[src/rtl/spi_frame_decoder.sv]
`default_nettype none
// ============================================================================
// Module  : spi_frame_decoder
// Brief   : Decodes ADDR/COUNT/DATA/CHK byte frames into register writes.
// Revision: 1.0
// ============================================================================
module spi_frame_decoder #(
   parameter int WORD_BYTES = 2
) (
   input  logic                    clk,
   input  logic                    rst,
   input  logic                    frame_active,
   input  logic [7:0]              byte_in,
   input  logic                    byte_valid,
   output logic                    wr_en,
   output logic [7:0]              wr_addr,
   output logic [8*WORD_BYTES-1:0] wr_data,
   output logic                    frame_done,
   output logic                    frame_err,
   output logic                    busy
);

   localparam int IDXW = (WORD_BYTES > 1) ? $clog2(WORD_BYTES) : 1;
   localparam logic [IDXW-1:0] c_LAST_IDX = IDXW'(WORD_BYTES - 1);

   localparam logic [1:0] S_IDLE      = 2'd0;
   localparam logic [1:0] S_GET_COUNT = 2'd1;
   localparam logic [1:0] S_DATA      = 2'd2;
   localparam logic [1:0] S_CHECK     = 2'd3;

   logic [1:0]              r_state;
   logic [7:0]              r_addr;
   logic [7:0]              r_count;
   logic [IDXW-1:0]         r_byte_idx;
   logic [7:0]              r_xor;
   logic [8*WORD_BYTES-1:0] r_buf;
   logic                    r_wr_en;
   logic [7:0]              r_wr_addr;
   logic [8*WORD_BYTES-1:0] r_wr_data;
   logic                    r_done;
   logic                    r_err;
   logic                    r_busy;

   logic                    w_accept;
   logic [8*WORD_BYTES-1:0] w_word;

   assign w_accept = byte_valid && frame_active;

   // The final byte of a word goes straight to the output, not via r_buf.
   always_comb begin
      w_word = r_buf;
      w_word[8*(WORD_BYTES-1) +: 8] = byte_in;
   end

   always_ff @(posedge clk or posedge rst) begin
      if (rst) begin
         r_state    <= S_IDLE;
         r_addr     <= 8'd0;
         r_count    <= 8'd0;
         r_byte_idx <= '0;
         r_xor      <= 8'd0;
         r_buf      <= '0;
         r_wr_en    <= 1'b0;
         r_wr_addr  <= 8'd0;
         r_wr_data  <= '0;
         r_done     <= 1'b0;
         r_err      <= 1'b0;
         r_busy     <= 1'b0;
      end else begin
         r_wr_en <= 1'b0;
         r_done  <= 1'b0;
         r_err   <= 1'b0;
         // Abort takes priority over any byte arriving in the same cycle.
         if (r_state != S_IDLE && !frame_active) begin
            r_err      <= 1'b1;
            r_state    <= S_IDLE;
            r_busy     <= 1'b0;
            r_count    <= 8'd0;
            r_byte_idx <= '0;
            r_xor      <= 8'd0;
            r_buf      <= '0;
         end else if (w_accept) begin
            case (r_state)
               S_IDLE: begin
                  r_addr  <= byte_in;
                  r_xor   <= byte_in;
                  r_busy  <= 1'b1;
                  r_state <= S_GET_COUNT;
               end
               S_GET_COUNT: begin
                  r_xor      <= r_xor ^ byte_in;
                  r_count    <= byte_in;
                  r_byte_idx <= '0;
                  r_state    <= (byte_in == 8'd0) ? S_CHECK : S_DATA;
               end
               S_DATA: begin
                  r_xor <= r_xor ^ byte_in;
                  if (r_byte_idx == c_LAST_IDX) begin
                     r_wr_en    <= 1'b1;
                     r_wr_addr  <= r_addr;
                     r_wr_data  <= w_word;
                     r_addr     <= r_addr + 8'd1;
                     r_count    <= r_count - 8'd1;
                     r_byte_idx <= '0;
                     if (r_count == 8'd1) r_state <= S_CHECK;
                  end else begin
                     r_buf[8*int'(r_byte_idx) +: 8] <= byte_in;
                     r_byte_idx <= r_byte_idx + 1'b1;
                  end
               end
               default: begin
                  r_done  <= (byte_in == r_xor);
                  r_err   <= (byte_in != r_xor);
                  r_xor   <= 8'd0;
                  r_busy  <= 1'b0;
                  r_state <= S_IDLE;
               end
            endcase
         end
      end
   end

   assign wr_en      = r_wr_en;
   assign wr_addr    = r_wr_addr;
   assign wr_data    = r_wr_data;
   assign frame_done = r_done;
   assign frame_err  = r_err;
   assign busy       = r_busy;

endmodule
`default_nettype wire

[config.mk]
export PLATFORM = sky130hd
export DESIGN_NAME = spi_frame_decoder
export DESIGN_NICKNAME = d
export VERILOG_FILES = /design/src/rtl/spi_frame_decoder.sv
export SDC_FILE = /design/constraint.sdc
export NUM_CORES = 1
export LEC_CHECK = 0
export ABC_AREA = 1
export BUFFER_PORTS_ARGS = -buffer_cell sky130_fd_sc_hd__buf_2
export CELL_PAD_IN_SITES_DETAIL_PLACEMENT = 1
export CELL_PAD_IN_SITES_GLOBAL_PLACEMENT = 1
export CORE_MARGIN = 4
export CORE_UTILIZATION = 40
export CTS_CLUSTER_DIAMETER = 50
export CTS_CLUSTER_SIZE = 10
export DETAILED_ROUTE_END_ITERATION = 10
export PLACE_DENSITY_LB_ADDON = 0.15
export SLEW_MARGIN = 20
export SYNTH_ARGS = -nofsm -noshare
export SYNTH_HDL_FRONTEND = slang
export SYNTH_SLANG_ARGS = --single-unit
[constraint.sdc]
create_clock -name clk -period 4.96 [get_ports clk]
set_input_delay 1.24 -clock clk [delete_from_list [all_inputs] [get_ports clk]]
set_output_delay 1.24 -clock clk [all_outputs]
set_load 0.005 [all_outputs]
; Yosys cells after proc, flatten, opt, wreduce, memory -nomap -nowiden
; Index checks and enable logic that the tools add are counted.
[word_totals]
reg_bits = 71
output_inout_bits = 28
wordCells = 86
[classes]
add_sub_neg = 4
n_eq_ne = 10
shifts = 2
n_mux = 37
bitwise = 2
reduce_logical = 19
[ops]
columns = cell, n
row1 = 2-to-1 mux 16 bit, 4
row2 = 2-to-1 mux 8 bit, 6
row3 = one-hot mux 8 bit (2 select lines), 3
row4 = negator 4 -> 33 bit, 1
row5 = variable shift 8 x 33 -> 16 bit (first input constant), 1
row6 = indexed part select 8 x 33 -> 16 bit, 1
row7 = bitwise mux 16 bit, 1
row8 = 2-to-1 mux 1 bit, 16
row9 = AND reduction 3 bit, 3
row10 = adder 8 x 1 -> 8 bit (second input constant), 1
row11 = equality test 8 x 1 -> 1 bit (second input constant), 1
row12 = equality test 8 bit, 1
row13 = zero test 8 bit, 1
row14 = 2-to-1 mux 2 bit, 4
row15 = != test 8 bit, 1
row16 = AND reduction 4 bit, 2
row17 = nonzero test 2 bit, 4
row18 = subtractor 8 x 1 -> 8 bit (second input constant), 1
row19 = bitwise XOR 8 bit, 1
row20 = != test 3 bit (second input constant), 2
row21 = one-hot mux 2 bit (3 select lines), 1
row22 = != test 2 x 1 -> 1 bit (second input constant), 2
row23 = one-hot mux 1 bit (2 select lines), 2
row24 = AND reduction 2 bit, 2
row25 = other kinds (11), 12

; Longest topological paths before layout
[depth]
word_depth = 7
depth_mapped = 10
mapped_depth_nobuf = 10

; Worst setup path after synthesis
; No wires, ideal clock.
[synth_timing]
path_type = input -> register
from = input byte_valid
to = register r_wr_addr[1], in the netlist wr_addr[1]
arrival_time_ns = 1.993
required_ns = 4.835
slack_ns = 2.842
stages = 3
path_cell_list = nand2_2 nor3_4 mux2_2
[synth_between]
elab_chain_cells = 2
[synth_lines]
columns = item, line_no
row1 = "start, declared", 14  ; input logic byte_valid,
row2 = logical AND 1 bit, 47  ; assign w_accept = byte_valid && frame_active;
row3 = AND reduction 4 bit (no line), --
row4 = "end signal, assigned", 100  ; r_wr_addr <= r_addr;
row5 = "end, declared", 38  ; logic [7:0] r_wr_addr;
; No other way between the ends.
; A chain may end at the register's enable or synchronous reset.

; Worst setup path after layout
[layout_timing]
from = register r_state[0]
to = register r_wr_addr[1], in the netlist wr_addr[1]
[layout_between]
elab_chain_cells = 4
word_cells_on_any_way = 5
[layout_lines]
columns = item, line_no
row1 = "start, declared", 31  ; logic [1:0] r_state;
row2 = "start signal, assigned", 94  ; r_state <= (byte_in == 8'd0) ? S_CHECK : S_DATA;
row3 = nonzero test 2 bit, 74  ; if (r_state != S_IDLE && !frame_active) begin
row4 = logical AND 1 bit, 74
row5 = inverter 1 bit (no line), --
row6 = AND reduction 4 bit (no line) *, --
; Mark *: on every way between the ends. The rest lies on a longest branch, timed or not.

==> metrics.cfg <==
[worst_setup_path]
worstPathRequired_ns=5.19
critPathMaxStageDelay_ns=0.86
reg2regPathDepth=6
cp-start-kind=register
cp-endpoint=wr_addr[1]$_DFFE_PP0P_
reg2reg_to=wr_addr[1]$_DFFE_PP0P_
cp_slowest_cell=ha_1
arrival_ns=2.95
path_class=register to register
end_kind=register
ff2ff_setup_slack_ns=2.24
path_max_fanout=46
path_cells=inv_1 -> ha_1 -> inv_4 -> nor3_4 -> buf_4 -> mux2_2
startpoint=r_state[0]$_DFFE_PP0P_
r2r_start=r_state[0]$_DFFE_PP0P_

[timing]
maxSlewHeadroom_pct=29.56
max_freq_mhz=368.2
hold_viol_final=0
clock_skew_ns=0.009264
finalCriticalPeriod_ns=2.716
layout_setup_ws_ns=2.244
worst_pin_slew_ns=1.057
final.period_utilization_pct=54.75
rsz0062_at_grt=no
maxSlewViolCount=0
setup_violations=0
finalSetupTns_ns=0

[clock_tree]
cts-resized-gates=0
root_buffer=clkbuf_8
clkTransAtPathRegs_ns=0.07
cts_hold_buf=0
cts_tree=built
post_cts_buffers=0
numCtsBuffers=9
clk_latency_ns=0.35
clockBufferDepth=2
htreeDepth=3
cts.sink_count=63

[global_routing]
grt_first_pass_wirelength_um=14210
antenna_found_initial=0
met1_usage_pct=26.39
met2_usage_pct=29.19
overflow=0
busiest_layer=met2
grt_max_degree=47
grt_pass1_vias=2787
grtUsageMet3_pct=3.461
track_usage_pct=18.69

[floorplan]
start_util_pct=41.01
die_h_um=97.01
core_area_um2=7727
die_w_um=97.01
dieArea_um2=9411
io_pins=40
rows=32

[yosys]
syn_area_um2=3169
synth_top_area_share_pct=49.74
synth_nets=403
synth_seq_cells=63
yosys.area.top_type=dfrtp_1
synth_area_leaders=dfrtp_1, nand2_1, inv_1
synthCells=384
avgSynthCellArea_um2=8.253
yosysWarnings=0
ys_seq_area_share_pct=49.74
ys_types=34

[pwr]
powerDensity_nw_per_um2=606.1
ir_drop_v=0.0002084
leakage_nw=1.865
fin_total_pwr_w=0.002228

[detailed_routing]
drt-vias-per-instance=5.077
antenna_left=0
vias=2716
drtPass1Iterations=4
routed_wl_um=8392
drc=0
wire_per_inst_um=15.69
drtIter0Drc=76

[run]
cap_violations=0

[cells_and_area]
fillers=959
utilization_pct=47.57
nets=447
drive_gt1_share_pct=17.32
area_delta_synth_final_pct=15.99
diodes=0

[placement]
portBuffers=39
place_hpwl_um=6038
pre_cts_ws_ns=2.254
place_congestion=0.7564

[hold_path]
worstHoldPathType=register to register

[run_status]
status=finished, final reports clean

## worst min-delay path by stage
stage	slack, ns	endpoint	from	cells past startpoint
after floorplan	0.47	r_xor[0]$_DFFE_PP0P_	r_xor[0]$_DFFE_PP0P_	2
after global placement	0.49	wr_addr[2]$_DFFE_PP0P_	wr_addr[2]$_DFFE_PP0P_	1
after detailed placement	0.50	wr_addr[2]$_DFFE_PP0P_	wr_addr[2]$_DFFE_PP0P_	1
after CTS	0.51	wr_addr[2]$_DFFE_PP0P_	wr_addr[2]$_DFFE_PP0P_	1
after global routing	0.54	wr_addr[2]$_DFFE_PP0P_	wr_addr[2]$_DFFE_PP0P_	1
final	0.51	wr_addr[2]$_DFFE_PP0P_	wr_addr[2]$_DFFE_PP0P_	1
## layer usage
| layer | routed length, µm | share of wire [%] |
|---|---|---|
| met4 | 121 | 1.4 |
| met3 | 295 | 3.5 |
| met5 | 0 | 0 |
| met1 | 4102 | 49 |
| met2 | 3871 | 46 |
## cell usage after synthesis (all sizes together)
cell type / instances
ha: 7
nand3: 32
buf: 6
a22oi: 1
xnor2: 8
nor2: 51
dfrtp: 63
inv: 51
o22ai: 16
nand2: 82
o21ai: 22
a21oi: 26
nand4: 6
o21a: 1
clkinv: 2
nand3b: 1
xor2: 1
nor3: 2
clkbuf: 2
a31oi: 1
mux2: 3
## cell usage in the layout, fill, tap and decap left out, drive strengths merged, types with 8 or more instances in the layout
cell type,n
nand2,82
dfrtp,63
inv,54
nor2,51
buf,41
nand3,32
a21oi,26
o21ai,22
o22ai,16
clkbuf,9
xnor2,8
## worst max-delay path: cells and delay by family (launching register included)
family	cells	cell delay [ns]
buffers and inverters	3	0.68
adder cells (fa/ha/maj)	1	0.86
multiplexers	1	0.39
AND/OR/NAND/NOR	1	0.22
flip-flops	1	0.45
## registers in the layout, indices dropped and copies added (netlist names), 2 cells and up
name and cells:
r_addr 8, r_buf 8, r_count 8, r_state 2, r_xor 8, wr_addr 8
wr_data 16
## report_power, final
| part | switching, W | internal [W] |
|---|---|---|
| logic | 0.000515 | 0.000325 |
| registers | 0.000146 | 0.000723 |
| clock network | 0.000229 | 0.000289 |
| total | 0.000891 | 0.00134 |
## logic make-up (layout without fill, tap and decap cells)
group,after synthesis,in the layout,share of synthesized area [%]
simple gates,174,174,23.81
compound gates,67,67,11.88
flops,63,63,49.74
buf+inv,61,110,8.251
xor+xnor,9,9,2.487
fa+ha+maj,7,7,2.763
mux,3,3,1.066
## final cells by class
| type | count | area (µm²) | area share (%) |
|---|---|---|---|
| inverters | 53 | 203.9 | 5.548 |
| repair buffers | 41 | 210.2 | 5.718 |
| well taps | 102 | 127.6 | 3.472 |
| multi-input cells | 260 | 1331 | 36.22 |
| clock inverters | 7 | 102.6 | 2.791 |
| clock buffers | 9 | 123.9 | 3.370 |
| flip-flops and latches | 63 | 1577 | 42.89 |
## stage by stage
step,hold slack [ns],std cells,area [µm²]
2_1_floorplan,0.4696,384,3169
3_3_place_gp,0.4851,519,3450
3_5_place_dp,0.4973,519,3450
4_1_cts,0.5143,535,3676
5_1_grt,0.5376,535,3676
6_report,0.5090,535,3676
(Power assumes the default switching activity.)
